### src/rtl/rsa_pkg.sv
// Shared definitions for the 8-bit modular exponentiation tile:
// FSM states, register addresses, operand width and the multiplier step.
package rsa_pkg;

    localparam int WIDTH   = 8;
    localparam int LATENCY = 81;

    localparam logic [2:0] ADDR_M = 3'd0;
    localparam logic [2:0] ADDR_E = 3'd1;
    localparam logic [2:0] ADDR_N = 3'd2;

    typedef enum logic [2:0] {
        S_IDLE,
        S_PRE,
        S_MUL,
        S_UPD,
        S_FIN
    } state_e;

    // One interleaved step: P = 2P mod N, then P = (P + Y) mod N when the bit is set.
    // Both partial sums stay below 2N, so a 9-bit accumulator never overflows.
    function automatic logic [WIDTH-1:0] modmul_step(
        input logic [WIDTH-1:0] p,
        input logic             bit_set,
        input logic [WIDTH-1:0] y,
        input logic [WIDTH-1:0] n
    );
        logic [WIDTH:0] n9;
        logic [WIDTH:0] acc;
        n9  = {1'b0, n};
        acc = {p, 1'b0};
        if (acc >= n9) acc = acc - n9;
        if (bit_set) begin
            acc = acc + {1'b0, y};
            if (acc >= n9) acc = acc - n9;
        end
        return acc[WIDTH-1:0];
    endfunction

endpackage

### src/rtl/rsa_if.sv
// Operand/result bundle between the exponentiation controller and a modular multiplier.
interface rsa_if;
    import rsa_pkg::*;

    logic             start;
    logic [WIDTH-1:0] x;
    logic [WIDTH-1:0] y;
    logic [WIDTH-1:0] n;
    logic [WIDTH-1:0] p;

    modport master (output start, x, y, n, input p);
    modport slave  (input start, x, y, n, output p);
endinterface

### src/rtl/rsa_modmul.sv
// Interleaved shift-add modular multiplier: p = x*y mod n, x consumed MSB first,
// one bit per clock; the start edge performs the first of eight steps.
module rsa_modmul
    import rsa_pkg::*;
(
    input logic  clk,
    input logic  rst_n,
    rsa_if.slave mm
);

    logic [WIDTH-1:0] p_q, p_d;
    logic [WIDTH-1:0] x_q, x_d;
    logic [WIDTH-1:0] y_q, y_d;
    logic [WIDTH-1:0] n_q, n_d;
    logic [2:0]       cnt_q, cnt_d;
    logic             active_q, active_d;
    logic             stepping;

    always_comb begin
        p_d      = p_q;
        x_d      = x_q;
        y_d      = y_q;
        n_d      = n_q;
        cnt_d    = cnt_q;
        active_d = active_q;
        stepping = mm.start | active_q;
        if (mm.start) begin
            p_d      = modmul_step('0, mm.x[WIDTH-1], mm.y, mm.n);
            x_d      = {mm.x[WIDTH-2:0], 1'b0};
            y_d      = mm.y;
            n_d      = mm.n;
            cnt_d    = 3'd1;
            active_d = 1'b1;
        end else if (active_q) begin
            p_d      = modmul_step(p_q, x_q[WIDTH-1], y_q, n_q);
            x_d      = {x_q[WIDTH-2:0], 1'b0};
            cnt_d    = cnt_q + 3'd1;
            active_d = (cnt_q != 3'd7);
        end
    end

    // The final step's value is forwarded so the controller can capture it on that same edge.
    assign mm.p = stepping ? p_d : p_q;

    always_ff @(posedge clk) begin
        if (rst_n) begin
            p_q      <= '0;
            x_q      <= '0;
            y_q      <= '0;
            n_q      <= '0;
            cnt_q    <= '0;
            active_q <= 1'b0;
        end else begin
            p_q      <= p_d;
            x_q      <= x_d;
            y_q      <= y_d;
            n_q      <= n_d;
            cnt_q    <= cnt_d;
            active_q <= active_d;
        end
    end

endmodule

### src/rtl/tt_um_calonso88_rsa_top.sv
// 8-bit C = M^E mod N tile: register file, start-edge launch and right-to-left
// square-and-multiply controller driving two modular multipliers.
module tt_um_calonso88_rsa_top
    import rsa_pkg::*;
(
    input  logic       clk,
    input  logic       rst_n,
    input  logic       ena,
    input  logic [7:0] ui_in,
    input  logic [7:0] uio_in,
    output logic [7:0] uo_out,
    output logic [7:0] uio_out,
    output logic [7:0] uio_oe
);

    state_e           state_q;
    logic [2:0]       cnt_q;
    logic [2:0]       k_q;
    logic [WIDTH-1:0] m_q, e_q, n_q;
    logic [WIDTH-1:0] wm_q, we_q, wn_q;
    logic [WIDTH-1:0] r_q, b_q, c_q;
    logic             busy_q, done_q, start_q;

    logic [2:0]       addr;
    logic             wr_ok, start_in, launch;
    logic [WIDTH-1:0] m_nxt, e_nxt, n_nxt;
    logic             unused_inputs;

    assign addr          = uio_in[2:0];
    assign start_in      = uio_in[4];
    assign unused_inputs = &{1'b0, ena, uio_in[7:5]};

    // Writes land before a same-cycle launch, so the launch captures the *_nxt values.
    assign wr_ok  = uio_in[3] & ~busy_q;
    assign m_nxt  = (wr_ok && addr == ADDR_M) ? ui_in : m_q;
    assign e_nxt  = (wr_ok && addr == ADDR_E) ? ui_in : e_q;
    assign n_nxt  = (wr_ok && addr == ADDR_N) ? ui_in : n_q;
    assign launch = start_in & ~start_q & ~busy_q;

    // mm_rb computes R*B, mm_bb computes B*B (and M*1 during PRE to reduce M below N).
    rsa_if mm_rb ();
    rsa_if mm_bb ();

    assign mm_rb.start = (state_q == S_MUL) && (cnt_q == 3'd0);
    assign mm_rb.x     = r_q;
    assign mm_rb.y     = b_q;
    assign mm_rb.n     = wn_q;

    assign mm_bb.start = ((state_q == S_PRE) || (state_q == S_MUL)) && (cnt_q == 3'd0);
    assign mm_bb.x     = (state_q == S_PRE) ? wm_q : b_q;
    assign mm_bb.y     = (state_q == S_PRE) ? 8'd1 : b_q;
    assign mm_bb.n     = wn_q;

    rsa_modmul u_mul_rb (.clk(clk), .rst_n(rst_n), .mm(mm_rb));
    rsa_modmul u_mul_bb (.clk(clk), .rst_n(rst_n), .mm(mm_bb));

    always_ff @(posedge clk) begin
        if (rst_n) begin
            state_q <= S_IDLE;
            cnt_q   <= '0;
            k_q     <= '0;
            m_q     <= '0;
            e_q     <= '0;
            n_q     <= '0;
            wm_q    <= '0;
            we_q    <= '0;
            wn_q    <= '0;
            r_q     <= '0;
            b_q     <= '0;
            c_q     <= '0;
            busy_q  <= 1'b0;
            done_q  <= 1'b0;
            start_q <= 1'b0;
        end else begin
            start_q <= start_in;
            m_q     <= m_nxt;
            e_q     <= e_nxt;
            n_q     <= n_nxt;
            case (state_q)
                S_IDLE: begin
                    if (launch) begin
                        wm_q    <= m_nxt;
                        we_q    <= e_nxt;
                        wn_q    <= n_nxt;
                        r_q     <= 8'd1;
                        k_q     <= '0;
                        cnt_q   <= '0;
                        busy_q  <= 1'b1;
                        done_q  <= 1'b0;
                        state_q <= S_PRE;
                    end
                end
                S_PRE: begin
                    cnt_q <= cnt_q + 3'd1;
                    if (cnt_q == 3'd7) begin
                        b_q     <= mm_bb.p;
                        state_q <= S_MUL;
                    end
                end
                S_MUL: begin
                    cnt_q <= cnt_q + 3'd1;
                    if (cnt_q == 3'd7) state_q <= S_UPD;
                end
                S_UPD: begin
                    if (we_q[k_q]) r_q <= mm_rb.p;
                    b_q     <= mm_bb.p;
                    k_q     <= k_q + 3'd1;
                    state_q <= (k_q == 3'd7) ? S_FIN : S_MUL;
                end
                S_FIN: begin
                    c_q     <= (wn_q < 8'd2) ? 8'd0 : r_q;
                    done_q  <= 1'b1;
                    busy_q  <= 1'b0;
                    state_q <= S_IDLE;
                end
                default: state_q <= S_IDLE;
            endcase
        end
    end

    assign uo_out  = c_q;
    assign uio_out = {1'b0, done_q, busy_q, 5'b00000};
    assign uio_oe  = 8'b1110_0000;

endmodule

### config.mk
export PLATFORM = sky130hd
export DESIGN_NAME = tt_um_calonso88_rsa_top
export DESIGN_NICKNAME = d
export VERILOG_FILES = /design/src/rtl/rsa_pkg.sv /design/src/rtl/rsa_if.sv /design/src/rtl/rsa_modmul.sv /design/src/rtl/tt_um_calonso88_rsa_top.sv
export SDC_FILE = /design/constraint.sdc
export NUM_CORES = 1
export LEC_CHECK = 0
export ABC_AREA = 1
export BUFFER_PORTS_ARGS = -buffer_cell sky130_fd_sc_hd__buf_2
export CORE_UTILIZATION = 40
export DETAILED_ROUTE_END_ITERATION = 8
export PLACE_DENSITY_LB_ADDON = 0.3
export RECOVER_POWER = 50
export SETUP_SLACK_MARGIN = 0.02
export SLEW_MARGIN = 20
export SYNTH_ARGS = -nofsm -noshare
export SYNTH_HDL_FRONTEND = slang
export SYNTH_SLANG_ARGS = --single-unit
### constraint.sdc
create_clock -name clk -period 7.1 [get_ports clk]
set_clock_uncertainty 0.15 [all_clocks]
set_input_delay 0.355 -clock clk [delete_from_list [all_inputs] [get_ports clk]]
set_output_delay 0.355 -clock clk [all_outputs]
set_load 0.03 [all_outputs]
==> results of run 1 <==
## layout by cell type (no fill, tap or decap), types with 17 or more instances in the layout
cell type,netlist,final
a21oi_1,139,139
clkbuf_16,0,17
dfxtp_1,154,154
ha_1,91,91
inv_1,227,228
mux2i_1,26,26
nand2_1,353,353
nand3_1,84,84
nand4_1,26,26
nor2_1,102,102
o211ai_1,34,34
o21ai_0,77,77
xnor2_1,20,20
xor2_1,33,33
## metrics by stage
stage	util (%)	instance area, um2	cells	setup slack (ns)
after floorplan	-	10800	1564	2.42
after global placement	42.3	11100	1868	1.52
after detailed placement	42.3	11100	1868	1.43
after CTS	44.7	11800	1901	1.39
after global routing	44.6	11700	1901	0.583
final	44.6	11700	1901	1.14
## worst paths after layout
path | start | endpoint | slack, ns | cells after the start
max | u_mul_bb.n_q[1]$_SDFFE_PP0P_ | b_q[1]$_SDFFE_PP0P_ | 1.14 | 29
min | ui_in[2] | n_q[2]$_SDFF_PP0_ | 0.08 | 3
max reg2reg | u_mul_bb.n_q[1]$_SDFFE_PP0P_ | b_q[1]$_SDFFE_PP0P_ | 1.14 | 29
min reg2reg | u_mul_rb.cnt_q[1]$_SDFFE_PP0P_ | u_mul_rb.cnt_q[1]$_SDFFE_PP0P_ | 0.32 | 2
## metal layers
metal | part of all wire, % | vias to the layer above | track usage (%)
met3 | 3.9 | 37 | 2.19
met4 | 2.5 | 0 | 7.69
met5 | 0 | - | 0
met1 | 48 | 4582 | 28.2
li1 | - | 5061 | -
met2 | 45 | 228 | 33.4
## cell usage after synthesis (10+ instances only)
| library cell | count | share of area, % |
|---|---|---|
| mux2i_1 | 26 | 2.4 |
| nor2_1 | 102 | 3.5 |
| nand2_1 | 353 | 12 |
| xor2_1 | 33 | 2.7 |
| fa_1 | 10 | 1.9 |
| inv_1 | 227 | 7.9 |
| o21ai_1 | 13 | 0.60 |
| ha_1 | 91 | 11 |
| o211ai_1 | 34 | 2.4 |
| o21ai_0 | 77 | 3.6 |
| xnor2_1 | 20 | 1.6 |
| nand4_1 | 26 | 1.5 |
| a21oi_1 | 139 | 6.4 |
| clkbuf_1 | 33 | 1.1 |
| nand3_1 | 84 | 3.9 |
| buf_4 | 16 | 1.1 |
| dfxtp_1 | 154 | 29 |
## timing repair
item,in CTS,in global routing
hold buffers,1,0
buffers inserted,0,0
endpoints found under the hold margin,1,0
## logic make-up after synthesis
kind of cell / Yosys count
and+or+nand+nor: 610
AOI/OAI and AO/OA: 311
buffers and inverters: 294
DFF: 154
adders and majority gates: 101
xor gates and xnor gates: 54
muxes: 26
other: 2
## sequential cells by signal (all words and copies together) (netlist names), 7 cells and up
name          count
uo_out            8
mm_rb.x           8
u_mul_rb.y_q      8
u_mul_bb.x_q      7
mm_bb.n           8
u_mul_rb.x_q      7
e_q               8
b_q               8
m_q               8
u_mul_bb.p_q      8
u_mul_rb.p_q      8
u_mul_bb.y_q      8
u_mul_bb.n_q      8
u_mul_rb.n_q      8
wm_q              8
n_q               8
we_q              8
## worst max-delay path, delay by kind of cell (launching register included)
kind	cells	cell delay, ns
AOI/OAI and AO/OA	5	1.44
xor gates and xnor gates	1	0.14
adders and majority gates	4	1.38
buffers and inverters	3	0.32
DFF	1	0.31
and+or+nand+nor	16	1.92
## layout make-up
| class | instances | area [um2] |
|---|---|---|
| sequential | 154 | 3080 |
| clock inverter | 15 | 200 |
| tap | 335 | 419 |
| clock buffer | 17 | 425 |
| fill | 2687 | 14500 |
| timing repair buffer | 29 | 141 |
| inverter | 235 | 882 |
| multi-input combinational | 1116 | 6580 |
==> flow_metrics.tcl, run 1 <==
set metrics [dict create \
    seq_area_frac_synth_pct 28.5 \
    violations "design-rule violations, max-capacitance violations, max-slew violations" \
    cts_buffer_depth 2 \
    antenna_cells 0 \
    wl_per_cell_um 14.7 \
    dieHeight_um 166 \
    gp_congestion 0.942 \
    grt_setup_unrepaired "false" \
    synth_top_family_by_area "simple AND/OR/NAND/NOR gates" \
    cp.arrival_ns 5.93 \
    row_count 59 \
    final-setup-viol-count 0 \
    ys_types 54 \
    hold_viol_final 0 \
    die_w_um 166 \
    slew_viol_final 78 \
    worst_slew_pin_slew_ns 3.66 \
    routed_via_density 5.21 \
    status "complete, but fails checks" \
    cts_num_sinks 154 \
    clock-root-buffer "clkbuf_16" \
    grt_pass1_wl_um 46000 \
    fin_hold_ws_ns 0.0751 \
    max_freq_mhz 168 \
    clock_latency_ns 0.43 \
    routed_wl_um 28000 \
    synth_fa_ha_area_share_pct 12.4 \
    synthXorXnorAreaFrac_pct 4.45 \
    dp_hpwl_um 21700 \
    grt_remaining_overflow 0 \
    syn_area_um2 10800 \
    slowest_delay_ns 0.47 \
    grt_start_max_net_pins 78 \
    hold_class "input port to flop" \
    layout.nets 1673 \
    cts_max_level 4 \
    tns_ns 0 \
    slowest_stage "o21ai_0" \
    drive_gt1_share_pct 6.07 \
    post_cts_resized 0 \
    drc 2 \
    cts_buffers 17 \
    min_period_ns 5.96 \
    core_um2 26300 \
    synth_edf_count 0 \
    critPathMaxFanout 15 \
    ys.flop_type "dfxtp_1" \
    avgSynthCellArea_um2 6.96 \
    die-area_um2 27700 \
    antenna_found_initial 0 \
    grt_pass1_vias 9215 \
    async_flop_share_pct 0 \
    syn_to_final_growth_pct 8.63 \
    synth_seq_cells 154 \
    vias 9908 \
    cts_tree "built" \
    yosys.area_share.simple_pct 24.6 \
    muxShareOfSynthArea_pct 2.41 \
    endpoint_kind "flop" \
    drt-initial-drc-count 661 \
    syn_inst 1552 \
    ant_nets 0 \
    firstDrtPassIters 8 \
    critPathLaunchType "flop" \
    maxCapViolCount 1 \
    synth_compound_area_share_pct 16.5 \
    clk_pin_slew_ns 0.07 \
    ys_warn_count 0 \
    crit_type "flop to flop" \
    gr-usage-all-layers_pct 20.6 \
    ioPinCount 43 \
    fin_crit_sh_pct 83.9 \
    relSlewSlack_pct -144 \
    cpMostUsedCell "nand2_1" \
    cp.required_ns 7.08 \
    initial_core_util_pct 41.1 \
    numPortBuffers 24 \
]
Power of run 1 is left out: the tool's default activity adds up to more than one toggle a clock period on the data nets, which glitch-free logic cannot reach.
==> run 2, diff against run 1 <==
Clock period 7.1 ns to 5.48 ns, I/O delays scaled along.
==> run 2 against run 1 <==
  * Flip-flop and latch count unchanged
  * Non-clock buffer count up 16
  * Die area unchanged
  * Largest cell class unchanged
  * First-iteration DRC count down 1.8%
  * Hold slack worse by 0.058 ns
  * The run still ends with design-rule violations, max-capacitance violations, max-slew violations left
  * Critical path depth unchanged
  * Global-route usage down 0.083 points
  * Via count down 0.26%
  * Cell count up 0.89%
  * Critical path type unchanged
  * Critical endpoint is now b_q[6]$_SDFFE_PP0P_
  * Setup slack worse by 0.71 ns
==> flow_metrics.tcl, run 2 (same netlist as run 1, synthesis figures left out) <==
set metrics [dict create \
    status "complete, but fails checks" \
    violations "design-rule violations, max-capacitance violations, max-slew violations" \
    firstDrtPassIters 7 \
    relSlewSlack_pct -26.9 \
    hold_viol_final 0 \
    cp.required_ns 5.61 \
    num-fill-cells 2714 \
    use_met3_pct 2.74 \
    multi_input_area_um2 6620 \
    critPathLaunchType "flop" \
    crit_type "flop to flop" \
    initial_core_util_pct 41.1 \
    cts_tree "built" \
    cts_num_sinks 154 \
    endpoint_kind "flop" \
    grtUsageMet2_pct 33.5 \
    seqCellArea_um2 3080 \
    gp_congestion 0.959 \
    tns_ns 0 \
    fin_crit_sh_pct 92.2 \
    cpMostUsedCell "nand2_1" \
    antenna_found_initial 0 \
    final_cell_mix "352 x nand2_1, 227 x inv_1, 154 x dfxtp_1" \
    gr-usage-all-layers_pct 20.5 \
    post-cts-setup-buffers 0 \
    antenna_cells 0 \
    critPathMaxFanout 6 \
    grt_remaining_overflow 0 \
    final-setup-viol-count 0 \
    clock_latency_ns 0.44 \
    grt_pass1_vias 9062 \
    routed_wl_um 28000 \
    dieHeight_um 166 \
    slowest_stage "fa_1" \
    core_um2 26300 \
    slowest_delay_ns 0.46 \
    worst_slew_pin_slew_ns 1.90 \
    grt_start_max_net_pins 77 \
    wl_per_cell_um 14.6 \
    grtUsageMet1_pct 27.6 \
    drive_gt1_share_pct 7.20 \
    pre_cts_slack_ns 0.296 \
    min_period_ns 5.05 \
    cp.arrival_ns 5.18 \
    cts_buffers 17 \
    cts_buffer_depth 2 \
    grt_pass1_wl_um 45800 \
    layout.nets 1690 \
    clk_pin_slew_ns 0.07 \
    maxCapViolCount 1 \
    cts_max_level 4 \
    vias 9882 \
    r2r_cells 29 \
    grt_setup_unrepaired "false" \
    layout_commonest_cell "nand2_1" \
    die-area_um2 27700 \
    die_w_um 166 \
    busiest_layer "met2" \
    dp_hpwl_um 21700 \
    drc 2 \
    syn_to_final_growth_pct 9.97 \
    slew_viol_final 50 \
    holdPathStages 3 \
    drt-initial-drc-count 649 \
    layout_setup_ws_ns 0.429 \
    ant_nets 0 \
    max_freq_mhz 198 \
    numPortBuffers 24 \
    ioPinCount 43 \
    clock-root-buffer "clkbuf_16" \
    routed_via_density 5.15 \
    hold_class "input port to flop" \
    fin_hold_ws_ns 0.0167 \
    row_count 59 \
]
## run 2: cell count changes in the layout (fill, tap and decap cells not counted), sizes merged
cell	delta
dlygate4sd3	+1
clkinvlp	+1
clkinv	-1
buf	+15
clkbuf	+1
inv	-2
bufinv	+1
nand3	+1
## run 2: stage by stage
stage,instances,area (um2),utilization (%)
finish,1918,11900,45.2
global route,1918,11900,45.2
CTS,1917,11900,45.1
detailed placement,1883,11200,42.7
global placement,1883,11200,42.7
floorplan,1564,10800,-
## run 2: area by class of cell
cell class              instances  share of cell area [%]
repair buffers                 45                    2.21
flip-flops and latches        154                    26.0
well taps                     335                    3.53
clock buffers                  18                    3.61
multi-input cells            1117                    55.7
clock inverters                14                    1.54
inverters                     235                    7.46
## run 2: worst paths after layout
| path | slack [ns] | start | endpoint |
|---|---|---|---|
| min | 0.02 | ui_in[3] | n_q[3]$_SDFF_PP0_ |
| max | 0.43 | u_mul_bb.n_q[1]$_SDFFE_PP0P_ | b_q[6]$_SDFFE_PP0P_ |
| max reg2reg | 0.43 | u_mul_bb.n_q[1]$_SDFFE_PP0P_ | b_q[6]$_SDFFE_PP0P_ |
| min reg2reg | 0.32 | done_q$_SDFFE_PP0P_ | done_q$_SDFFE_PP0P_ |
## run 2: worst max-delay path: cells and delay by family, from the launching register on
family                     cells  cell delay [ns]
and+or+nand+nor               16             1.68
buffers and inverters          3             0.38
adders and majority gates      4             1.31
xor gates and xnor gates       1             0.16
AOI/OAI and AO/OA              5             0.93
DFF                            1             0.30
## run 2: layer usage
metal  vias up  routed length [um]  part of all wire (%)
met4         0                 680                   2.4
met3        46                1280                   4.6
met5         -                   0                     0
li1       5104                   -                     -
met2       238               12700                    45
met1      4494               13300                    48
## run 2: what timing repair did
item	in CTS	in global routing
gates resized for setup	0	11
setup endpoints to repair	0	30
hold endpoints to repair	2	0
hold buffers	2	0
Power of run 2 is left out for the same reason.
